$ cat src/rtl/pc_branch_seq.sv
// Program-counter sequencer: sequential fetch, conditional/absolute/register
// branches, call/return through a small return-address stack, and halt/resume.
module pc_branch_seq #(
    parameter int unsigned STACK_DEPTH = 4,
    parameter logic [7:0]  RESET_PC    = 8'h00
) (
    input  logic       clk,
    input  logic       rst_n,
    input  logic       op_valid,
    output logic       op_ready,
    input  logic [2:0] br_op,
    input  logic [7:0] cond,
    input  logic [7:0] imm,
    input  logic [7:0] rs,
    input  logic       resume,
    output logic [7:0] pc,
    output logic       flush,
    output logic       halted,
    output logic       stack_err
);

    localparam int unsigned SP_W  = $clog2(STACK_DEPTH + 1);
    localparam int unsigned IDX_W = $clog2(STACK_DEPTH);

    localparam logic [2:0] OP_SEQ  = 3'd0;
    localparam logic [2:0] OP_BT   = 3'd1;
    localparam logic [2:0] OP_BF   = 3'd2;
    localparam logic [2:0] OP_J    = 3'd3;
    localparam logic [2:0] OP_JR   = 3'd4;
    localparam logic [2:0] OP_CALL = 3'd5;
    localparam logic [2:0] OP_RET  = 3'd6;

    typedef enum logic [1:0] {
        ST_RUN   = 2'd0,
        ST_FLUSH = 2'd1,
        ST_HALT  = 2'd2
    } state_t;

    state_t            state_q;
    state_t            state_d;
    logic [7:0]        pc_d;
    logic [SP_W-1:0]   sp_q;
    logic [SP_W-1:0]   sp_d;
    logic              err_d;
    logic              push;
    logic              flag;
    logic              stack_full;
    logic              stack_empty;
    logic [7:0]        pc_inc;
    logic [7:0]        br_tgt;
    logic [7:0]        stack_top;
    logic [7:0]        stack_mem [STACK_DEPTH];
    logic              unused_cond;

    // Only the low bit of the compare result is the branch flag.
    assign flag        = cond[0];
    assign unused_cond = ^cond[7:1];

    assign stack_full  = (sp_q == SP_W'(STACK_DEPTH));
    assign stack_empty = (sp_q == '0);
    assign stack_top   = stack_mem[IDX_W'(sp_q - SP_W'(1))];

    // Signed offset add is plain modulo-256 addition of the raw byte.
    assign pc_inc = pc + 8'd1;
    assign br_tgt = pc_inc + imm;

    // Next-state, next-pc and stack control.
    always_comb begin
        state_d = state_q;
        pc_d    = pc;
        sp_d    = sp_q;
        err_d   = stack_err;
        push    = 1'b0;
        unique case (state_q)
            ST_RUN: begin
                if (op_valid) begin
                    case (br_op)
                        OP_SEQ: pc_d = pc_inc;
                        OP_BT: begin
                            if (flag) begin
                                pc_d    = br_tgt;
                                state_d = ST_FLUSH;
                            end else begin
                                pc_d = pc_inc;
                            end
                        end
                        OP_BF: begin
                            if (!flag) begin
                                pc_d    = br_tgt;
                                state_d = ST_FLUSH;
                            end else begin
                                pc_d = pc_inc;
                            end
                        end
                        OP_J: begin
                            pc_d    = imm;
                            state_d = ST_FLUSH;
                        end
                        OP_JR: begin
                            pc_d    = rs;
                            state_d = ST_FLUSH;
                        end
                        OP_CALL: begin
                            pc_d    = imm;
                            state_d = ST_FLUSH;
                            if (stack_full) begin
                                err_d = 1'b1;
                            end else begin
                                push = 1'b1;
                                sp_d = sp_q + SP_W'(1);
                            end
                        end
                        OP_RET: begin
                            if (stack_empty) begin
                                err_d = 1'b1;
                                pc_d  = pc_inc;
                            end else begin
                                pc_d    = stack_top;
                                sp_d    = sp_q - SP_W'(1);
                                state_d = ST_FLUSH;
                            end
                        end
                        default: state_d = ST_HALT;
                    endcase
                end
            end
            ST_FLUSH: state_d = ST_RUN;
            ST_HALT: begin
                if (resume) begin
                    pc_d    = pc_inc;
                    state_d = ST_RUN;
                end
            end
            default: state_d = ST_RUN;
        endcase
    end

    // State, pc and status outputs; outputs are decoded from the next state.
    always_ff @(posedge clk or negedge rst_n) begin
        if (!rst_n) begin
            state_q   <= ST_RUN;
            pc        <= RESET_PC;
            sp_q      <= '0;
            stack_err <= 1'b0;
            flush     <= 1'b0;
            halted    <= 1'b0;
            op_ready  <= 1'b1;
        end else begin
            state_q   <= state_d;
            pc        <= pc_d;
            sp_q      <= sp_d;
            stack_err <= err_d;
            flush     <= (state_d == ST_FLUSH);
            halted    <= (state_d == ST_HALT);
            op_ready  <= (state_d == ST_RUN);
        end
    end

    // Return-address storage carries no reset; only the pointer is reset.
    always_ff @(posedge clk) begin
        if (push) begin
            stack_mem[IDX_W'(sp_q)] <= pc_inc;
        end
    end

endmodule

$ cat config.mk
export PLATFORM = sky130hd
export DESIGN_NAME = pc_branch_seq
export DESIGN_NICKNAME = d
export VERILOG_FILES = /design/src/rtl/pc_branch_seq.sv
export SDC_FILE = /design/constraint.sdc
export NUM_CORES = 1
export LEC_CHECK = 0
export ABC_AREA = 1
export CORE_MARGIN = 2
export CORE_UTILIZATION = 57
export CTS_BUF_LIST = sky130_fd_sc_hd__clkbuf_8
export DETAILED_ROUTE_END_ITERATION = 7
export PLACE_DENSITY = 0.91
export SLEW_MARGIN = 25
export SYNTH_ARGS = -nofsm -noshare
export SYNTH_HDL_FRONTEND = slang
export SYNTH_SLANG_ARGS = --single-unit
export TNS_END_PERCENT = 100
$ cat constraint.sdc
create_clock -name clk -period 2.9 [get_ports clk]
set_input_delay 0.435 -clock clk [delete_from_list [all_inputs] [get_ports clk]]
set_output_delay 0.435 -clock clk [all_outputs]
set_load 0.01 [all_outputs]
==> impl_metrics.tcl, run 1 <==
set metrics [dict create \
    power_mw 3.214 \
    ctsLongestPathBuffers 2 \
    design.die.area_um2 5874 \
    drive_above_1_share_pct 8.333 \
    drc 0 \
    synth-edff-count 32 \
    delay_of_the_slowest_cell_on_the_worst_path_ns 0.45 \
    final_antenna_net_count 0 \
    drt_iter0_drc 334 \
    floorplan.initialDensity_pct 58.89 \
    worst_slack_ns 0.3070 \
    drt_first_pass_iters 5 \
    worstHoldPathCells 1 \
    yosysMostFrequentCell "nand2_1" \
    cts_tree "done" \
    holdBufCountCts 0 \
    synthTopCellsByCount "nand2_1, inv_1, nor2_1" \
    core_area_um2 5107 \
    grt_antenna_before_repair 0 \
    hold_viol 0 \
    finalWirelength_um 7329 \
    grt_start_max_net_pins 18 \
    placed_cells 482 \
    hpwlAfterDp_um 5395 \
    gp_congestion 0.9158 \
    holdCritPathClass "reg2reg" \
    outcome "finished, final reports clean" \
    setup_viols_final 0 \
    total_routing_resource_utilization_after_global_routing_pct 26.11 \
    finalNetCount 464 \
    fin_setup_tns_ns 0 \
    post-place-ws_ns 0.4171 \
    timing.final.crit_period_ns 2.593 \
    cpMostUsedCell "nand2_1" \
    fin_util_pct 70.19 \
    tritoncts.num_buffers 5 \
    clkSinkCount 49 \
    yosysWarnings 0 \
    cp_max_fo 9 \
    crit_chain "inv_1 -> nor2_1 -> xnor2_1 -> inv_1 -> ha_1 -> nand2_1 -> nand2_1 -> inv_1 -> nand2_1 -> or2_2 -> nand3_1 -> nand2_1 -> nand2_1 -> a21oi_1" \
    power.density_nw_per_um2 896.7 \
    mapped_cell_area_um2 3008 \
    max_freq_ghz 0.3856 \
    synth-seq-area-share_pct 46.13 \
    grt_overflow 0 \
    whs_ns 0.4828 \
    yosys_register_bits 49 \
    ios 43 \
    synth_cells 373 \
    grt_setup_unrepaired "false" \
    rr_startpoint "pc[0]" \
    ys_dominant_reg_cell "edfxtp_1" \
    worst_slew_pin_slew_ns 0.7495 \
    multi_input_comb_area_um2 1428 \
    max_cap_violations 0 \
    cts_setup_buffers 0 \
    min_from "stack_err" \
    count_of_standard_cell_rows 26 \
    signed_area_change_from_the_synthesized_netlist_to_the_final_layout_pct 19.18 \
    clk_pin_slew_ns 0.10 \
    antenna_cells_inserted 0 \
    worst_reg2reg_path_depth 14 \
    yosys-top-cells-area "edfxtp_1, dfrtp_1, nand2_1" \
    fin_crit_sh_pct 89.42 \
    postPlaceCellArea_um2 3490 \
    fp.dieW_um 76.64 \
    vias_per_cell 5.508 \
    fillCellCount 377 \
    clock_tree.htree_level_count 2 \
    report.final.slew_viol_count 0 \
    synth_cell_types 36 \
    peakVddDrop_uv 713.4 \
    vias_in_the_first_global_route 2578 \
    worst_setup_path_end_kind "flop" \
    first_pass_grt_wire_length_um 12050 \
    postLayoutCellArea_um2 3585 \
    critPathLaunchType "flop" \
    timing.critical_path.required_ns 3.10 \
    fraction_of_post_synthesis_cell_area_in_the_top_cell_type_by_area_pct 31.95 \
    clock_skew_ns 0.005607 \
    synth.net_count 418 \
    critical_path.slowest_cell "dfrtp_1" \
    route.detailed.wl_per_inst_um 14.96 \
    cp_data_arrival_time_ns 2.80 \
    synth-async-reset-ratio_pct 34.69 \
    worst_skew_pair.late_latency_ns 0.31 \
    critical_path.startpoint "pc[0]" \
    worst_slew_margin_rel_pct 49.87 \
    synth_top_area_cell "edfxtp_1" \
    cts_resized 0 \
    area.sequential_um2 1388 \
    clockRootBuffer "clkbuf_8" \
    die_h_um 76.64 \
    routed-via-count 2699 \
    number_of_buffers_inserted_by_port_buffering 35 \
    finish.cell_count_without_fillers 490 \
    criticalPathCategory "reg2reg" \
    postSynthAreaPerCell_um2 8.064 \
    power_leakage_nw 1.607 \
]
[placed cells by master, fill, tap and decap left out, types with 5 or more instances in the layout]
cell and instances:
nand2_1 104, inv_1 43, nor2_1 39, nand3_1 37, clkdlybuf4s50_1 35, edfxtp_1 32, a21oi_1 23, dfrtp_1 16
ha_1 13, o21ai_0 11, buf_4 8, xor2_1 5, clkbuf_8 5
[cell families after synthesis]
kind of cell / after synthesis / share of synthesized area [%]
flops: 49 / 46.13
fa+ha+maj: 14 / 6.073
simple gates: 201 / 29.24
buf+inv: 51 / 6.405
xor+xnor: 8 / 2.330
compound gates: 50 / 9.817
[registers in the layout (all words and copies together), names as in the netlist]
register / flops
flush: 1
state_q: 2
sp_q: 3
stack_err: 1
stack_mem: 32
pc: 8
halted: 1
op_ready: 1
[worst max-delay path, delay by kind of cell (launching register included)]
kind,cells,cell delay [ns]
flops,1,0.45
simple gates,8,1.06
xor+xnor,1,0.16
compound gates,1,0.07
fa+ha+maj,1,0.38
buf+inv,3,0.38
[per-layer routing]
| metal | vias to the layer above | track usage, % | wire length [µm] |
|---|---|---|---|
| met1 | 1223 | 32.47 | 2924 |
| met4 | 0 | 8.909 | 198 |
| li1 | 1326 | - | - |
| met3 | 23 | 4.265 | 552 |
| met5 | - | 0 | 0 |
| met2 | 127 | 46.19 | 3654 |
[path summary, 6_finish.rpt]
kind                             end  slack (ns)
max in group asynchronous      pc[0]        1.87
min in group asynchronous  stack_err        0.56
min                        stack_err        0.48
max                            pc[4]        0.31
min reg2reg                stack_err        0.48
max reg2reg                    pc[4]        0.31
[power by group]
group          leakage [nW]  switching (mW)  internal [mW]
logic                  1.08            1.09          0.659
clock network        0.0423           0.252          0.176
registers             0.490          0.0987          0.936
[final cells by class]
type	instances	area share, %
multi-input combinational	273	39.83
sequential	49	38.71
timing repair buffer	43	11.45
inverter	47	4.921
tap	70	2.443
clock buffer	5	1.920
clock inverter	3	0.7330
Note: power is estimated with default switching activity, not from simulation.
==> run 2, diff against run 1 <==
TNS_END_PERCENT = 30   (was 100)
==> results of run 2 <==
Final layout, timing and power as in run 1 (identical DEF).
==> run 3, diff against run 2 <==
PLACE_DENSITY = 0.83   (was 0.91)
REMOVE_ABC_BUFFERS = 1   (was unset)
==> run 3 against run 2 <==
Effect of this change:
- sequential power hardly changed
- clock skew up 0.0021 ns
- final area is 0.14% lower
- die area did not move
- first-iteration DRC count shrank 59%
- hold slack worse by 0.019 ns
- sequential share of layout area grew 0.054 points
- fmax increased by 4.9%
- largest cell class unchanged
- highest routed layer unchanged
==> impl_metrics.tcl, run 3 (synthesis gave the netlist of run 1 again) <==
set metrics [dict create \
    outcome "finished, final reports clean" \
    total_routing_resource_utilization_after_global_routing_pct 24.88 \
    power.density_nw_per_um2 882.7 \
    worst_reg2reg_path_depth 14 \
    hpwlAfterDp_um 5174 \
    signed_area_change_from_the_synthesized_netlist_to_the_final_layout_pct 19.01 \
    drc 0 \
    hold_viol 0 \
    drive_above_1_share_pct 8.333 \
    fin_crit_sh_pct 85.21 \
    die_h_um 76.64 \
    design.die.area_um2 5874 \
    floorplan.initialDensity_pct 58.89 \
    report.final.slew_viol_count 0 \
    largest-register "stack_mem" \
    clkSinkCount 49 \
    grt_setup_unrepaired "false" \
    fp.dieW_um 76.64 \
    worst_slew_pin_slew_ns 0.7777 \
    drt_iter0_drc 136 \
    worst_slew_margin_rel_pct 47.99 \
    worstHoldPathCells 1 \
    reg_top3 "stack_mem x32, pc x8, sp_q x3" \
    peakVddDrop_uv 674.6 \
    largest_register_ffs 32 \
    vias_in_the_first_global_route 2450 \
    power_mw 3.160 \
    vias_per_cell 5.227 \
    postLayoutCellArea_um2 3580 \
    min_from "stack_err" \
    cts_setup_buffers 0 \
    route.detailed.wl_per_inst_um 14.10 \
    count_of_standard_cell_rows 26 \
    holdBufCountCts 0 \
    worst_skew_pair.late_latency_ns 0.31 \
    setup_viols_final 0 \
    finalNetCount 464 \
    cp_data_arrival_time_ns 2.68 \
    whs_ns 0.4639 \
    criticalPathCategory "reg2reg" \
    layout_commonest_cell "nand2_1" \
    rr_startpoint "pc[0]" \
    finalWirelength_um 6907 \
    tritoncts.num_buffers 5 \
    holdCritPathClass "reg2reg" \
    power_leakage_nw 1.610 \
    detailroute.wirelength.met3_um 313 \
    clock_skew_ns 0.007752 \
    timing.final.crit_period_ns 2.471 \
    cp_max_fo 9 \
    worst_setup_path_end_kind "flop" \
    grt_antenna_before_repair 0 \
    first_pass_grt_wire_length_um 11490 \
    core_area_um2 5107 \
    max_cap_violations 0 \
    number_of_buffers_inserted_by_port_buffering 35 \
    ios 43 \
    cts_resized 0 \
    highest-signal-layer "met4" \
    grt_start_max_net_pins 18 \
    routed-via-count 2561 \
    critical_path.reg2reg.endpoint "pc[4]" \
    final_antenna_net_count 0 \
    cts_tree "done" \
    whs_endpoint "stack_err" \
    most-common-layout-cells "nand2_1, inv_1, nor2_1" \
    max_freq_ghz 0.4047 \
    dr_wl_met2_um 3407 \
    drt_first_pass_iters 4 \
    grt_overflow 0 \
    fin_setup_tns_ns 0 \
    route.layer.met1.wl_um 3043 \
    clockRootBuffer "clkbuf_8" \
    ctsLongestPathBuffers 2 \
    critPathLaunchType "flop" \
    reg2reg_setup_slack_ns 0.43 \
    postPlaceCellArea_um2 3490 \
    antenna_cells_inserted 0 \
    clock_tree.htree_level_count 2 \
    timing.critical_path.required_ns 3.10 \
    clk_pin_slew_ns 0.10 \
    gp_congestion 0.9336 \
]
-- run 3: cell types whose count changed in the layout (fill, tap and decap cells not counted) --
cell        delta
inv_8          -1
clkinv_2       +1
inv_6          +1
clkinvlp_4     -1
-- run 3: power breakdown --
part / leakage, nW / internal, mW / switching [mW]
Combinational: 1.08 / 0.656 / 1.03
Sequential: 0.490 / 0.935 / 0.127
Clock: 0.0445 / 0.172 / 0.242
-- run 3: how the worst max path moves through the flow --
stage / slack (ns) / to / cells after the start / from
after CTS: 0.43 / pc[4] / 14 / pc[0]
final: 0.43 / pc[4] / 14 / pc[0]
after global placement: 0.49 / pc[4] / 14 / pc[0]
after global routing: 0.16 / pc[7] / 14 / pc[0]
after floorplan: 0.72 / pc[7] / 14 / pc[0]
after detailed placement: 0.44 / pc[4] / 14 / pc[0]
-- run 3: layout make-up --
| type | count | area (µm²) |
|---|---|---|
| Tap cell | 70 | 87.58 |
| Fill cell | 429 | 1528 |
| Clock buffer | 5 | 68.82 |
| Inverter | 47 | 176.4 |
| Clock inverter | 3 | 21.27 |
| Timing Repair Buffer | 43 | 410.4 |
| Sequential cell | 49 | 1388 |
| Multi-Input combinational cell | 273 | 1428 |
-- run 3: critical path: stages, from the launching register on --
cell     delay [ns]
dfrtp_1        0.45
inv_1          0.20
nor2_1         0.30
xnor2_1        0.16
inv_1          0.14
ha_1           0.36
nand2_1        0.08
nand2_1        0.06
inv_1          0.05
nand2_1        0.05
or2_2          0.26
nand3_1        0.07
nand2_1        0.07
nand2_1        0.06
a21oi_1        0.06
-- run 3: routing by layer --
layer,GRT usage (%),vias to the layer above
li1,-,1321
met1,33.23,1162
met2,42.48,63
met3,3.436,15
met4,7.273,0
met5,0,-
-- run 3: metrics by stage --
step | worst slack (ns) | cells | utilization [%]
6_report | 0.4288 | 490 | 70.09
5_1_grt | 0.1638 | 490 | 70.09
4_1_cts | 0.4277 | 490 | 70.09
3_5_place_dp | 0.4450 | 482 | 68.32
3_3_place_gp | 0.4944 | 482 | 68.32
2_1_floorplan | 0.7196 | 369 | -
